$ cat src/rtl/alu_result_bcd_if.sv
`default_nettype none
// ============================================================================
// Module : alu_result_bcd_if
// Brief  : Request/result bundle between the ALU side and the BCD converter.
// Rev    : 1.0
// ============================================================================
interface alu_result_bcd_if;
  logic       start;
  logic [7:0] value;
  logic       signed_mode;
  logic       busy;
  logic       done;
  logic [3:0] hundreds;
  logic [3:0] tens;
  logic [3:0] ones;
  logic       negative;
  logic       blank_hundreds;
  logic       blank_tens;

  modport master (
    output start, value, signed_mode,
    input  busy, done, hundreds, tens, ones, negative, blank_hundreds, blank_tens
  );

  modport slave (
    input  start, value, signed_mode,
    output busy, done, hundreds, tens, ones, negative, blank_hundreds, blank_tens
  );
endinterface
`default_nettype wire

$ cat src/rtl/alu_result_bcd.sv
`default_nettype none
// ============================================================================
// Module : alu_result_bcd
// Brief  : 8-bit binary (unsigned / two's complement) to 3-digit BCD converter
//          using an 8-iteration shift-add-3 sequence.
// Rev    : 1.0
// ============================================================================
module alu_result_bcd (
  input  logic               clk,
  input  logic               reset,
  alu_result_bcd_if.slave    bus
);

  typedef enum logic [1:0] {
    ST_IDLE   = 2'd0,
    ST_SHIFT  = 2'd1,
    ST_FINISH = 2'd2
  } state_t;

  state_t      state_q, state_d;
  logic [7:0]  bin_q, bin_d;
  logic [11:0] bcd_q, bcd_d;
  logic [2:0]  cnt_q, cnt_d;
  logic        sign_q, sign_d;
  logic [3:0]  hundreds_q, hundreds_d;
  logic [3:0]  tens_q, tens_d;
  logic [3:0]  ones_q, ones_d;
  logic        negative_q, negative_d;
  logic        blank_hundreds_q, blank_hundreds_d;
  logic        blank_tens_q, blank_tens_d;
  logic        done_q, done_d;

  logic        in_negative;
  logic [7:0]  in_magnitude;
  logic [11:0] bcd_adj;

  function automatic logic [3:0] add3(input logic [3:0] nib);
    add3 = (nib >= 4'd5) ? (nib + 4'd3) : nib;
  endfunction

  // 0x80 in signed mode negates to itself, which reads back correctly as 128.
  assign in_negative  = bus.signed_mode & bus.value[7];
  assign in_magnitude = in_negative ? (~bus.value + 8'd1) : bus.value;

  assign bcd_adj = {add3(bcd_q[11:8]), add3(bcd_q[7:4]), add3(bcd_q[3:0])};

  always_comb begin
    state_d          = state_q;
    bin_d            = bin_q;
    bcd_d            = bcd_q;
    cnt_d            = cnt_q;
    sign_d           = sign_q;
    hundreds_d       = hundreds_q;
    tens_d           = tens_q;
    ones_d           = ones_q;
    negative_d       = negative_q;
    blank_hundreds_d = blank_hundreds_q;
    blank_tens_d     = blank_tens_q;
    done_d           = 1'b0;

    case (state_q)
      ST_IDLE: begin
        if (bus.start) begin
          bin_d   = in_magnitude;
          bcd_d   = 12'd0;
          cnt_d   = 3'd0;
          sign_d  = in_negative;
          state_d = ST_SHIFT;
        end
      end

      ST_SHIFT: begin
        {bcd_d, bin_d} = {bcd_adj, bin_q} << 1;
        cnt_d          = cnt_q + 3'd1;
        if (cnt_q == 3'd7) begin
          state_d = ST_FINISH;
        end
      end

      ST_FINISH: begin
        // Displayed digits only change here, so the seven-seg never sees scratch values.
        hundreds_d       = bcd_q[11:8];
        tens_d           = bcd_q[7:4];
        ones_d           = bcd_q[3:0];
        negative_d       = sign_q;
        blank_hundreds_d = (bcd_q[11:8] == 4'd0);
        blank_tens_d     = (bcd_q[11:8] == 4'd0) && (bcd_q[7:4] == 4'd0);
        done_d           = 1'b1;
        state_d          = ST_IDLE;
      end

      default: begin
        state_d = ST_IDLE;
      end
    endcase
  end

  always_ff @(posedge clk) begin
    if (reset) begin
      state_q          <= ST_IDLE;
      bin_q            <= 8'd0;
      bcd_q            <= 12'd0;
      cnt_q            <= 3'd0;
      sign_q           <= 1'b0;
      hundreds_q       <= 4'd0;
      tens_q           <= 4'd0;
      ones_q           <= 4'd0;
      negative_q       <= 1'b0;
      blank_hundreds_q <= 1'b1;
      blank_tens_q     <= 1'b1;
      done_q           <= 1'b0;
    end else begin
      state_q          <= state_d;
      bin_q            <= bin_d;
      bcd_q            <= bcd_d;
      cnt_q            <= cnt_d;
      sign_q           <= sign_d;
      hundreds_q       <= hundreds_d;
      tens_q           <= tens_d;
      ones_q           <= ones_d;
      negative_q       <= negative_d;
      blank_hundreds_q <= blank_hundreds_d;
      blank_tens_q     <= blank_tens_d;
      done_q           <= done_d;
    end
  end

  assign bus.busy           = (state_q != ST_IDLE);
  assign bus.done           = done_q;
  assign bus.hundreds       = hundreds_q;
  assign bus.tens           = tens_q;
  assign bus.ones           = ones_q;
  assign bus.negative       = negative_q;
  assign bus.blank_hundreds = blank_hundreds_q;
  assign bus.blank_tens     = blank_tens_q;

endmodule
`default_nettype wire

$ cat src/flat_wrapper.sv
// flat-port wrapper written by rule: the top's interface ports become plain ports
module alu_result_bcd_flat 
  (clk, reset, bus_start, bus_value, bus_signed_mode, bus_busy, bus_done, bus_hundreds, bus_tens, bus_ones, bus_negative, bus_blank_hundreds, bus_blank_tens);
  alu_result_bcd_if bus_i ();
  input  logic clk;
  input  logic reset;
  input wire logic [$bits(bus_i.start)-1:0] bus_start;
  input wire logic [$bits(bus_i.value)-1:0] bus_value;
  input wire logic [$bits(bus_i.signed_mode)-1:0] bus_signed_mode;
  output wire logic [$bits(bus_i.busy)-1:0] bus_busy;
  output wire logic [$bits(bus_i.done)-1:0] bus_done;
  output wire logic [$bits(bus_i.hundreds)-1:0] bus_hundreds;
  output wire logic [$bits(bus_i.tens)-1:0] bus_tens;
  output wire logic [$bits(bus_i.ones)-1:0] bus_ones;
  output wire logic [$bits(bus_i.negative)-1:0] bus_negative;
  output wire logic [$bits(bus_i.blank_hundreds)-1:0] bus_blank_hundreds;
  output wire logic [$bits(bus_i.blank_tens)-1:0] bus_blank_tens;
  assign bus_i.start = bus_start;
  assign bus_i.value = bus_value;
  assign bus_i.signed_mode = bus_signed_mode;
  assign bus_busy = bus_i.busy;
  assign bus_done = bus_i.done;
  assign bus_hundreds = bus_i.hundreds;
  assign bus_tens = bus_i.tens;
  assign bus_ones = bus_i.ones;
  assign bus_negative = bus_i.negative;
  assign bus_blank_hundreds = bus_i.blank_hundreds;
  assign bus_blank_tens = bus_i.blank_tens;
  alu_result_bcd u_core (.clk(clk), .reset(reset), .bus(bus_i));
endmodule
$ cat config.mk
export PLATFORM = sky130hd
export DESIGN_NAME = alu_result_bcd_flat
export DESIGN_NICKNAME = d
export VERILOG_FILES = /design/src/rtl/alu_result_bcd_if.sv /design/src/rtl/alu_result_bcd.sv /design/src/flat_wrapper.sv
export SDC_FILE = /design/constraint.sdc
export NUM_CORES = 1
export LEC_CHECK = 0
export CORE_MARGIN = 10
export CORE_UTILIZATION = 33
export CTS_CLUSTER_DIAMETER = 200
export DETAILED_ROUTE_END_ITERATION = 8
export MAX_ROUTING_LAYER = met4
export PLACE_DENSITY_LB_ADDON = 0.3
export SLEW_MARGIN = 20
export SYNTH_ARGS = -nofsm -noshare
export SYNTH_HDL_FRONTEND = slang
export SYNTH_SLANG_ARGS = --single-unit
$ cat constraint.sdc
create_clock -name clk -period 3.4 [get_ports clk]
set_clock_uncertainty 0.2 [all_clocks]
set_input_delay 0.51 -clock clk [delete_from_list [all_inputs] [get_ports clk]]
set_output_delay 0.51 -clock clk [all_outputs]
set_load 0.05 [all_outputs]
==> out/summary.txt <==
Status = completed
Htree depth = 2
Minimum clock period = 2.37 ns
Yosys warning count = 0
HPWL after DPL = 3250 um
Simple-Gate Fraction of Synth Area = 0.229
Global route total overflow = 0
Largest family of logic cells by synthesized area = simple AND/OR/NAND/NOR gates
GRT met2 Usage = 0.157
Hold buffers post-CTS = 0
Fmax achieved = 0.422 GHz
RR Startpoint = u_core.bcd_q[1]
Largest net degree at the start of global routing = 19
Vias in the first global route = 1643
Mux share of post-synthesis cell area = 0.0230
Post-Synth XOR/XNOR Area = 0.0268
Die area = 9420 um2
Met3 GRT Util = 0.0313
CP Cell Sequence = or2_1 -> clkdlybuf4s50_1
Critical Path Start Type = flip-flop
DRC = 0
DRT Wirelength = 4580 um
Die height = 97.1 um
Slowest CP cell = clkdlybuf4s50_1
Setup-failing EPs final = 0
Port buffer count = 28
Antenna-violating nets left = 0
Clock Latency Late Sink = 0.29 ns
First-pass GRT wire length = 7630 um
Initial Util = 0.335
Post_cts resized = 0
Die W = 97.1 um
Worst R2R End = u_core.bcd_q[2]
Cells after Synth = 232
Slew headroom = 0.310
Hold crit path type = flip-flop to flip-flop
GR peak layer = met2
Num CTS Buffers = 5
Fin area = 2400 um2
Post-CTS Setup Repair Bufs = 0
LEAKAGE = 0.824 nW
Critical Path Sink Type = primary output
Compound-Gate Fraction of Synth Area = 0.185
Reg2Reg Depth = 6
Synth top area share = 0.429
Sink Count = 42
CP required = 2.69 ns
Final Hold Fails = 0
Crit path arrival time = 1.66 ns
Worst Min Path Start = u_core.bus.tens[2]
Ys async rst share = 0
Ratio of cells with drive above 1 in the final layout = 0.0581
Layout net count = 281
Placed Instance Area = 2310 um2
Avg Cell Area, Syn = 8.45 um2
Synth Cell Area = 1960 um2
Antenna diode count = 0
Vias = 1695
Worst setup path category = flip-flop to primary output
Yosys top cell by area = dfxtp_1
Main flop type after synthesis = dfxtp_1
Core Region = 5850 um2
Post-synth net total = 254
Worst Hold End = u_core.bus.tens[2]
Register-to-Register Setup Slack = 1.53 ns
TritonCTS clock tree = done
Area delta synth->final = 22.3%
Max FO, Critical Path = 6
Adder-Cell Fraction of Synth Area = 0.0639
Synth unique cells = 36
Initial antenna violation count = 0
Worst Hold Depth = 2
Clock Pin Slew Worst Setup and Hold Paths = 0.07 ns
Clock buffer depth = 2
Routability congestion estimate = 0.785
Worst-Margin Slew = 1.03 ns
Slew Viols, Final = 0
I/O pins = 29
Peak VDD IR = 0.166 mV
Synth top area cells = dfxtp_1 43%, a21oi_1 7.4%, nand2_1 6.5%, ha_1 6.4%, o21ai_0 3.3%
Sequential fraction of the synthesis area = 0.429
EDFF count, synth = 0
RSZ-0062 raised after global routing = false
Synth Register Bits = 42
Fin crit share = 0.697
Max-cap violation count = 0
CP top delay family = buffers and inverters
Tot GR Track Use = 0.0968
Setup TNS = 0 ns
Power per Cell Area = 381 nW/um2
Vias/cell = 5.09
WL/cell = 13.8 um
First drt pass iteration count = 5
Met1 GRT Util = 0.112
DRT iter0 DRCs = 90
Worst Path Buf+Inv = 1
Max stage delay on crit path = 0.81 ns
Root Driver = clkbuf_8
Rows = 28
[report_power, final]
part | internal, mW | leakage [nW] | switching, mW | total (mW)
logic | 0.0379 | 0.441 | 0.0527 | 0.0906
clock network | 0.157 | 0.0431 | 0.158 | 0.314
registers | 0.501 | 0.340 | 0.00650 | 0.508
total | 0.696 | 0.824 | 0.217 | 0.913
[worst max path at each step]
stage	startpoint	endpoint	depth (start not counted)	slack, ns
finish	u_core.state_q[0]	bus_busy	2	1.03
global placement	reset	u_core.bin_q[5]	4	1.08
CTS	u_core.state_q[1]	bus_busy	2	1.02
detailed placement	reset	u_core.bin_q[5]	4	1.06
global route	u_core.state_q[1]	bus_busy	2	0.95
floorplan	u_core.state_q[0]	u_core.bin_q[5]	5	1.61
[tightest hold or removal path, cell delays in order (launching register included)]
cell,delay (ns)
dfxtp_1,0.31
nand2_1,0.05
a21oi_1,0.05
[layout make-up]
| class | count | area, um2 |
|---|---|---|
| clock buffer | 6 | 82.6 |
| fill | 592 | 3450 |
| inverter | 9 | 33.8 |
| multi-input combinational | 169 | 1030 |
| sequential | 42 | 841 |
| tap | 75 | 93.8 |
| timing repair buffer | 32 | 310 |
[synth_stat cells, types with 3 or more instances]
| library cell | instances |
|---|---|
| a21oi_1 | 29 |
| a222oi_1 | 3 |
| a22oi_1 | 5 |
| buf_2 | 4 |
| clkbuf_1 | 7 |
| dfxtp_1 | 42 |
| ha_1 | 10 |
| inv_1 | 9 |
| mux2_2 | 4 |
| nand2_1 | 34 |
| nand2b_1 | 7 |
| nand3_1 | 8 |
| nand3b_1 | 7 |
| nor2_1 | 13 |
| nor3_1 | 5 |
| nor3b_1 | 3 |
| o21ai_0 | 13 |
| or3_1 | 3 |
| xnor2_1 | 5 |
[placed cells by master, fill, tap and decap left out, drive strengths merged, types with 7 or more instances in the layout]
| cell type | count |
|---|---|
| a21oi | 29 |
| nand2b | 7 |
| inv | 9 |
| o21ai | 13 |
| ha | 10 |
| nand3b | 7 |
| dfxtp | 42 |
| clkdlybuf4s50 | 28 |
| nand2 | 34 |
| nor2 | 13 |
| nand3 | 8 |
[metrics by stage]
step	power (mW)	worst slack (ns)	hold WS (ns)	instances	util
detailed placement	0.610	1.06	0.248	327	0.395
finish	0.913	1.03	0.253	333	0.410
floorplan	0.573	1.61	0.232	232	-
global route	0.954	0.947	0.283	333	0.410
CTS	0.924	1.02	0.258	333	0.410
global placement	0.609	1.08	0.247	327	0.395
[layer usage]
layer | part of all wire | wire (um) | vias up
met3 | 0.053 | 245 | 6
li1 | - | - | 862
met5 | 0 | 0 | -
met2 | 0.45 | 2060 | 36
met4 | 0.010 | 46 | 0
met1 | 0.49 | 2230 | 791
[registers in the layout, summed over array words and instances (netlist names), 2 cells and up]
name	count
u_core.cnt_q	3
u_core.state_q	2
u_core.bus.tens	4
u_core.bcd_q	12
u_core.bin_q	8
u_core.bus.hundreds	4
u_core.bus.ones	4
[cells by family after synthesis]
family          after synthesis
compound gates               60
flops                        42
xor+xnor                      6
simple gates                 89
buf+inv                      21
mux                           4
fa+ha+maj                    10
No activity file was read; power rests on OpenSTA's default activity.
